==> src/rtl/panda_div.sv <==
// rtl/panda_div.sv - pulse-train divider routing every DIVISOR-th rising edge to outd_o, the rest to outn_o
// Outputs are registered copies of inp_i, so each routed pulse keeps its input width and is delayed one cycle.
module panda_div (
  input  logic        clk_i,
  input  logic        rst_i,
  input  logic        inp_i,
  input  logic        FIRST_PULSE,
  input  logic [31:0] DIVISOR,
  input  logic        FORCE_RST,
  output logic        outd_o,
  output logic        outn_o,
  output logic [31:0] COUNT
);

  logic        inp_d;
  logic        route_d;
  logic        route_n;
  logic [31:0] counter;
  logic [31:0] div_m1;
  logic        rise;
  logic        terminal;

  // DIVISOR=0 behaves as a divide-by-one
  assign div_m1   = (DIVISOR == 32'd0) ? 32'd0 : DIVISOR - 32'd1;
  assign rise     = inp_i & ~inp_d;
  // ">=" also catches a counter left above a freshly lowered divisor
  assign terminal = (counter >= div_m1);
  assign COUNT    = counter;

  always_ff @(posedge clk_i) begin
    if (rst_i || FORCE_RST) begin
      counter <= FIRST_PULSE ? div_m1 : 32'd0;
      inp_d   <= inp_i;
      route_d <= 1'b0;
      route_n <= 1'b0;
      outd_o  <= 1'b0;
      outn_o  <= 1'b0;
    end else begin
      inp_d <= inp_i;
      if (rise) begin
        route_d <= terminal;
        route_n <= ~terminal;
        outd_o  <= terminal;
        outn_o  <= ~terminal;
        counter <= terminal ? 32'd0 : counter + 32'd1;
      end else begin
        outd_o <= route_d & inp_i;
        outn_o <= route_n & inp_i;
      end
    end
  end

endmodule

==> config.mk <==
export PLATFORM = sky130hd
export DESIGN_NAME = panda_div
export DESIGN_NICKNAME = d
export VERILOG_FILES = /design/src/rtl/panda_div.sv
export SDC_FILE = /design/constraint.sdc
export NUM_CORES = 1
export LEC_CHECK = 0
export CAP_MARGIN = 20
export CORE_MARGIN = 10
export CORE_UTILIZATION = 50
export DETAILED_ROUTE_END_ITERATION = 10
export HOLD_SLACK_MARGIN = 0.08
export PLACE_DENSITY = 0.83
export SYNTH_ARGS = -nofsm -noshare
export SYNTH_HDL_FRONTEND = slang
export SYNTH_SLANG_ARGS = --single-unit
==> constraint.sdc <==
create_clock -name clk_i -period 8.3 [get_ports clk_i]
set_input_delay 1.66 -clock clk_i [delete_from_list [all_inputs] [get_ports clk_i]]
set_output_delay 1.66 -clock clk_i [all_outputs]
set_load 0.05 [all_outputs]
After elaboration in Yosys (flattened, before gate mapping)
Index checks and enable logic that the tools add are counted.
- flip-flop bits (word level): 37
- output and inout port bits: 34
- add/subtract/negate cells: 2
- magnitude comparators: 1
- multiplexer cells: 7
- bitwise operators: 5
- reduce and logical (&&, ||, !) cells: 3
- operators with widths (operator ; count):
    32-bit 2-to-1 mux ; 5
    32-bit by 1-bit adder with 32-bit output, second input constant ; 1
    32-bit greater-or-equal comparator ; 1
    32-bit zero test ; 1
    32-bit by 1-bit subtractor with 32-bit output, second input constant ; 1
    1-bit AND ; 3
    1-bit 2-to-1 mux ; 2
    1-bit NOT ; 2
    2-bit nonzero test ; 1
    1-bit logical OR ; 1

Longest topological paths before layout
Gate-level depths: netlist of the first run.
- depth in word-level cells: 6
- gate-level depth with buffers: 17
- gate-level depth less buffers: 15

Least setup slack after synthesis of the first run
OpenSTA, ideal clock, no wires.
- path kind: input port to flip-flop
- start: in DIVISOR[0]
- end: reg counter[0] (netlist: COUNT[0]) (data pin)
- arrival time: 4973 ps
- data required time: 8016 ps
- setup slack: 3043 ps
- stages: 17
- cells stage by stage: inv_1 ha_1 or4b_2 clkbuf_1 nor2_1 nand3_1 nor4_1 xor2_1 nand2_1 ha_1 nand2_1 nor4_1 a221oi_1 and4_1 nand2_1 clkbuf_1 o22ai_1
- cells in the longest elaborated chain, start to end: 6
- elaborated cells between the ends (all ways): 8
- RTL lines (item ; RTL line ; RTL):
    start, declared ; 8 ; input logic [31:0] DIVISOR,
    32-bit by 1-bit subtractor with 32-bit output / 32-bit zero test (equally long branches) ; 24 ; assign div_m1 = (DIVISOR == 32'd0) ? 32'd0 : DIVISOR - 32'd1;
    32-bit 2-to-1 mux * ; 24 ;
    32-bit greater-or-equal comparator ; 27 ; assign terminal = (counter >= div_m1);
    32-bit 2-to-1 mux ; 45 ; counter <= terminal ? 32'd0 : counter + 32'd1;
    32-bit 2-to-1 mux ; 40 ; if (rise) begin
    32-bit 2-to-1 mux * ; 31 ; if (rst_i || FORCE_RST) begin
    end signal, assigned ; 32 ; counter <= FIRST_PULSE ? div_m1 : 32'd0;
    end signal, assigned ; 45 ;
    end, declared ; 18 ; logic [31:0] counter;
Every way passes the cells marked *; elsewhere a longest branch is shown, timed or not. The select of a mux whose other input is x is not followed.
A chain may end at the register's enable or synchronous reset.

Final worst setup path of the first run
- start: in DIVISOR[17]
- end: reg counter[16] (netlist: COUNT[16]) (data pin)
The elaborated chain is that of the path after synthesis.

==> impl_metrics.py, run 1 <==
metrics = {
    "synthesis": {
        "synth_edf_count": 32,
        "async_flop_share_pct": 0,
        "synthTopCellsByCount": "nand2_1, ha_1, edfxtp_1, nor2_1, xnor2_1",
        "synth_warnings": 0,
        "yosys.area.top_type": "edfxtp_1",
        "synthXorXnorAreaFrac_pct": 13.6,
        "synth_most_common_cell": "nand2_1",
        "yosysSeqAreaShare_pct": 30.5,
        "synth_top_family_by_area": "simple AND/OR/NAND/NOR gates",
        "syn_avg_cell_area_sq_um": 8.60,
        "synthAdderAreaFrac_pct": 12.2,
        "synth_cells": 404,
        "synth_nets": 475,
        "synth-simple-area-share_pct": 27.4,
        "synth.distinct_cells": 41,
        "yosysTopAreaCellShare_pct": 27.7,
        "ys_ff_latch": 37,
        "synth_area_leaders": "edfxtp_1, ha_1, nand2_1",
        "mappedNetlistArea_sq_um": 3470,
        "synth_compound_area_share_pct": 13.1,
        "synth_mux_area_share_pct": 0.576,
        "synthFlopType": "edfxtp_1",
    },
    "critical_path": {
        "startpoint_type": "input pin",
        "path_common_cell": "nand2_1",
        "worst-path-buf-inv": 2,
        "crit_start": "DIVISOR[17]",
        "cp.depth": 14,
        "crit_family": "simple AND/OR/NAND/NOR gates",
        "r2r_start": "COUNT[30]",
        "criticalPathCategory": "in -> reg",
        "cp_max_fo": 29,
        "worstRegToRegCells": 8,
        "endpoint_kind": "flip-flop",
        "critical_path_arrival_ns": 6.96,
        "path_cells": "clkdlybuf4s50_1, or4_1, nand4b_1, nor4_4, nand2_1, nand2b_1, ha_1, nor2b_1, o211a_1, o311ai_0, a31o_2, nand2_1, buf_8, o21ai_0",
        "critPathRequiredTime_ns": 8.44,
        "slowest_delay_ns": 0.71,
        "crit_slowest_cell": "nand2_1",
    },
    "grt": {
        "grt_max_degree": 32,
        "antenna_found_initial": 0,
        "grt_pass1_wl_mm": 16.4,
        "gr-total-overflow": 0,
        "track_usage_pct": 19.3,
        "grt_pass1_vias": 3375,
    },
    "hold_path": {
        "worstHoldStart": "route_n",
        "hold_class": "reg -> reg",
        "holdPathStages": 1,
    },
    "floorplanning": {
        "fp.dieW_microns": 103,
        "initial_core_util_pct": 51.4,
        "die_area_sq_um": 10700,
        "die_height_microns": 103,
        "coreArea_sq_um": 6760,
        "std_cell_rows": 30,
        "pin_count": 71,
    },
    "drt": {
        "vias": 3384,
        "routed_wl_mm": 10.3,
        "wl_per_cell_microns": 18.6,
        "initialDrtViolationCount": 286,
        "drtPass1Iterations": 5,
        "vias_per_cell": 6.09,
        "final_antenna_net_count": 0,
        "drcViolationCount": 0,
    },
    "sta": {
        "setup_viol": 0,
        "tightest_slew_ns": 1.20,
        "rsz0062_at_grt": "false",
        "finalHoldViolCount": 0,
        "setup_ws_ns": 1.48,
        "finalCriticalPeriod_ns": 6.82,
        "final.period_utilization_pct": 82.1,
        "tns_ns": 0,
        "skew_ns": 0.0115,
        "fin_hold_ws_ns": 0.501,
        "slew_headroom_pct": 19.4,
        "maxSlewViolCount": 0,
        "timing.fmax_ghz": 0.147,
    },
    "cts": {
        "post_cts_buffers": 0,
        "htree_levels": 2,
        "hold_buffers": 0,
        "clk_latency_ns": 0.30,
        "ctsResizeCount": 0,
        "path_clk_slew_ns": 0.09,
        "cts_buffer_depth": 2,
        "tritoncts": "yes",
        "root_buffer": "clkbuf_8",
        "cts.sinks": 37,
        "cts_buffers": 5,
    },
    "power_and_ir_drop": {
        "p_per_area_nw_per_um2": 155,
        "sw_frac_of_total_pct": 35.9,
        "power_switching_mw": 0.245,
        "p_leak_nw": 1.67,
        "combinationalPowerShare_pct": 34.7,
        "internal_power_mw": 0.439,
        "clkPwrFrac_pct": 28.1,
        "irDropWorstVdd_v": 0.0000893,
        "power_frac_seq_pct": 37.2,
    },
    "placement": {
        "port_buffers": 70,
        "gp_congestion": 0.915,
        "dp_hpwl_mm": 7.92,
        "placedCellCount": 547,
        "dp_slack_ns": 1.05,
    },
    "cells_and_area": {
        "fin_util_pct": 65.3,
        "n_antenna_cell": 0,
        "regArea_sq_um": 1060,
        "num-fill-cells": 577,
        "area_growth_pct": 27.0,
        "multi_input_area_sq_um": 2330,
        "drive_gt1_share_pct": 4.83,
        "layout.cells.non_filler": 556,
        "nNetsFinal": 546,
    },
    "run": {
        "cap_violations": 0,
    },
    "run_status": {
        "status": "finished clean",
    },
}
## final cells by class
| type | instances | share of cell area, % |
|---|---|---|
| Clock inverter | 3 | 1.47 |
| Clock buffer | 5 | 1.56 |
| Sequential cell | 37 | 24.0 |
| Inverter | 11 | 0.936 |
| Multi-Input combinational cell | 346 | 52.8 |
| Tap cell | 80 | 2.27 |
| Timing Repair Buffer | 74 | 16.9 |
## stage by stage
step,area (sq um),power [mW]
6_report,4410,0.684
4_1_cts,4400,0.680
5_1_grt,4410,0.713
3_3_place_gp,4250,0.485
2_1_floorplan,3470,0.400
3_5_place_dp,4260,0.491
## state kept, by name (all words and copies together), names as in the netlist
register,count
COUNT,32
outn_o,1
inp_d,1
route_n,1
outd_o,1
route_d,1
## final timing paths
path,end,slack [ns]
worst min register to register,route_n,0.50
worst max-delay path,COUNT[16],1.48
worst max register to register,COUNT[16],5.40
worst min-delay path,route_n,0.50
## cells by family (layout without fill, tap and decap cells)
| family | after synthesis | in the layout |
|---|---|---|
| XOR/XNOR | 54 | 54 |
| AND/OR/NAND/NOR | 189 | 189 |
| flip-flops | 37 | 37 |
| buffers and inverters | 21 | 93 |
| adder cells (fa/ha/maj) | 34 | 34 |
| multiplexers | 2 | 2 |
| AO/OA/AOI/OAI | 67 | 67 |
## placed cells by master, fill, tap and decap left out, types with 2 or more instances in the layout
cell	synthesis	routed
xnor2_1	30	30
or2_2	2	2
a221oi_1	2	2
nor2b_1	6	6
nor4_1	9	9
o21ai_0	14	14
nor2_1	30	30
or3_1	3	3
ha_1	34	34
inv_1	11	11
nor3_2	2	2
xor2_1	24	24
and4_1	4	4
nand2_1	74	74
buf_8	0	2
o22ai_1	6	6
a31oi_1	2	2
nand2b_1	4	4
a21oi_1	15	14
nor4_4	2	2
or4_4	2	2
nand3_1	19	19
clkbuf_8	0	5
nand4_1	9	9
buf_4	0	2
nor3_1	14	14
or4_1	4	4
clkdlybuf4s50_1	0	70
o31ai_1	3	3
bufinv_16	0	2
edfxtp_1	32	32
nand3b_1	2	2
o2bb2ai_1	19	19
dfxtp_1	5	5
mux2i_1	2	2
## per-layer routing
metal,track usage (%),wire length [microns],vias up,share of wire (%)
met5,0,0,-,0
li1,-,-,1624,-
met3,4.85,1020,21,9.9
met2,31.5,4750,174,46
met4,5.99,234,0,2.3
met1,24.4,4330,1565,42
## power by group through the flow
stage	registers [mW]	logic (mW)	clock network, mW
after floorplan	0.312	0.0873	0
after global placement	0.258	0.227	0
after detailed placement	0.258	0.233	0
after CTS	0.254	0.236	0.190
after global routing	0.258	0.255	0.199
final	0.255	0.237	0.192
## worst reg2reg max path: cells and delay by family (launching register included)
| family | cells | cell delay, ns |
|---|---|---|
| buffers and inverters | 1 | 0.25 |
| adders and majority gates | 1 | 0.36 |
| DFF | 1 | 0.47 |
| AOI/OAI and AO/OA | 2 | 0.31 |
| and+or+nand+nor | 4 | 1.27 |
Power figures use the tool's default switching activity.
==> run 2, diff against run 1 <==
==> constraint.sdc (replaced) <==
create_clock -name clk_i -period 7 [get_ports clk_i]
set_input_delay 1.4 -clock clk_i [delete_from_list [all_inputs] [get_ports clk_i]]
set_output_delay 1.4 -clock clk_i [all_outputs]
set_load 0.05 [all_outputs]
==> run 2 against run 1 <==
  * Hold slack got worse by 0.012 ns
  * Sequential share of layout area rose by 0.14 points
  * Highest routed layer unchanged
  * Global-route usage fell by 0.14 points
  * Via count rose by 2.0%
  * Largest power group unchanged
  * Non-clock buffer count rose by 2
  * Final area fell by 0.57%
  * Total power rose by 10%
  * Critical path depth rose by 1
  * Clock-buffer cell count rose by 2
==> impl_metrics.py, run 2 (synthesized netlist as in run 1, its figures left out) <==
metrics = {
    "floorplanning": {
        "die_height_microns": 103,
        "die_area_sq_um": 10700,
        "std_cell_rows": 30,
        "pin_count": 71,
        "coreArea_sq_um": 6760,
        "fp.dieW_microns": 103,
        "initial_core_util_pct": 51.4,
    },
    "critical_path": {
        "slowest_delay_ns": 0.62,
        "path_common_cell": "nand2_1",
        "criticalPathCategory": "in -> reg",
        "critical_path_arrival_ns": 5.90,
        "startpoint_type": "input pin",
        "path_cells": "clkdlybuf4s50_1, or4_1, nand4b_1, nor4_4, nand2_1, buf_4, nand2_1, ha_1, a21oi_1, o21ai_0, a221oi_1, and4_1, nand2_1, buf_4, o2bb2ai_1",
        "critPathRequiredTime_ns": 7.12,
        "endpoint_kind": "flip-flop",
        "crit_slowest_cell": "or4_1",
        "cp_max_fo": 18,
    },
    "cts": {
        "cts_buffer_depth": 2,
        "clk_latency_ns": 0.29,
        "htree_levels": 2,
        "cts_buffers": 5,
        "root_buffer": "clkbuf_8",
        "post_cts_buffers": 0,
        "path_clk_slew_ns": 0.08,
        "hold_buffers": 0,
        "tritoncts": "yes",
        "ctsResizeCount": 0,
        "cts.sinks": 37,
    },
    "placement": {
        "place_area_sq_um": 4290,
        "port_buffers": 70,
        "dp_hpwl_mm": 8.03,
        "gp_congestion": 0.915,
        "placedCellCount": 550,
    },
    "sta": {
        "tns_ns": 0,
        "timing.fmax_ghz": 0.173,
        "setup_viol": 0,
        "rsz0062_at_grt": "false",
        "tightest_slew_ns": 1.06,
        "final.period_utilization_pct": 82.6,
        "skew_ns": 0.00325,
        "maxSlewViolCount": 0,
        "slew_headroom_pct": 28.6,
        "finalCriticalPeriod_ns": 5.79,
        "finalHoldViolCount": 0,
    },
    "grt": {
        "grt_max_degree": 33,
        "grt_pass1_vias": 3430,
        "antenna_found_initial": 0,
        "grt_pass1_wl_mm": 16.5,
        "track_usage_pct": 19.1,
        "gr-total-overflow": 0,
    },
    "drt": {
        "final_antenna_net_count": 0,
        "drcViolationCount": 0,
        "vias": 3453,
        "initialDrtViolationCount": 205,
        "vias_per_cell": 6.19,
        "wl_per_cell_microns": 18.3,
        "drtPass1Iterations": 5,
        "routed_wl_mm": 10.2,
    },
    "run": {
        "cap_violations": 0,
    },
    "cells_and_area": {
        "area_growth_pct": 26.3,
        "num-fill-cells": 563,
        "nNetsFinal": 548,
        "layout.cells.non_filler": 558,
        "final_cell_mix": "nand2_1, clkdlybuf4s50_1, ha_1",
        "largest_register_ffs": 32,
        "drive_gt1_share_pct": 5.23,
        "final_common_cell": "nand2_1",
        "finalInstanceArea_sq_um": 4390,
        "n_antenna_cell": 0,
    },
    "power_and_ir_drop": {
        "p_per_area_nw_per_um2": 172,
        "irDropWorstVdd_v": 0.0000801,
        "p_leak_nw": 1.66,
    },
    "run_status": {
        "status": "finished clean",
    },
    "hold_path": {
        "hold_class": "reg -> reg",
    },
}
-- run 2: area by class of cell --
class / instances / area [sq um] / share of cell area (%)
Multi-Input combinational cell: 346 / 2330 / 53.1
Sequential cell: 37 / 1060 / 24.2
Timing Repair Buffer: 76 / 753 / 17.2
Tap cell: 80 / 100 / 2.28
Clock buffer: 7 / 96.3 / 2.20
Inverter: 11 / 41.3 / 0.941
Clock inverter: 1 / 5.00 / 0.114
-- run 2: final timing paths --
| kind | slack, ns | cells past startpoint | start | endpoint |
|---|---|---|---|---|
| setup / recovery | 1.21 | 15 | DIVISOR[17] | COUNT[22] |
| hold reg to reg | 0.49 | 1 | route_n | route_n |
| hold / removal | 0.49 | 1 | route_n | route_n |
| setup reg to reg | 4.39 | 6 | COUNT[1] | COUNT[18] |
-- run 2: per-layer routing --
metal | vias up | GRT usage (%) | share of wire (%)
met4 | 0 | 8.56 | 3.0
met2 | 184 | 31.3 | 45
met3 | 28 | 3.99 | 9.2
li1 | 1623 | - | -
met1 | 1618 | 23.7 | 42
met5 | - | 0 | 0
-- run 2: worst max-delay path, delay by kind of cell --
family,cells,cell delay (ns)
buf+inv,3,1.02
simple gates,7,2.36
compound gates,4,0.86
fa+ha+maj,1,0.25
-- run 2: report_power, final --
group | switching (mW) | total [mW] | internal, mW | leakage [nW]
clock network | 0.0839 | 0.173 | 0.0892 | 0.0542
registers | 0.0345 | 0.301 | 0.267 | 0.394
logic | 0.169 | 0.281 | 0.112 | 1.21
total | 0.288 | 0.755 | 0.468 | 1.66
-- run 2: through the flow --
step / hold slack [ns] / setup WS (ns) / utilization [%] / power (mW)
after detailed placement: 0.466 / 1.04 / 63.4 / 0.584
after global routing: 0.508 / 0.969 / 64.9 / 0.790
after CTS: 0.491 / 1.31 / 64.9 / 0.755
final: 0.489 / 1.21 / 64.9 / 0.755
after floorplan: 0.449 / 2.00 / - / 0.474
after global placement: 0.464 / 1.21 / 63.2 / 0.576
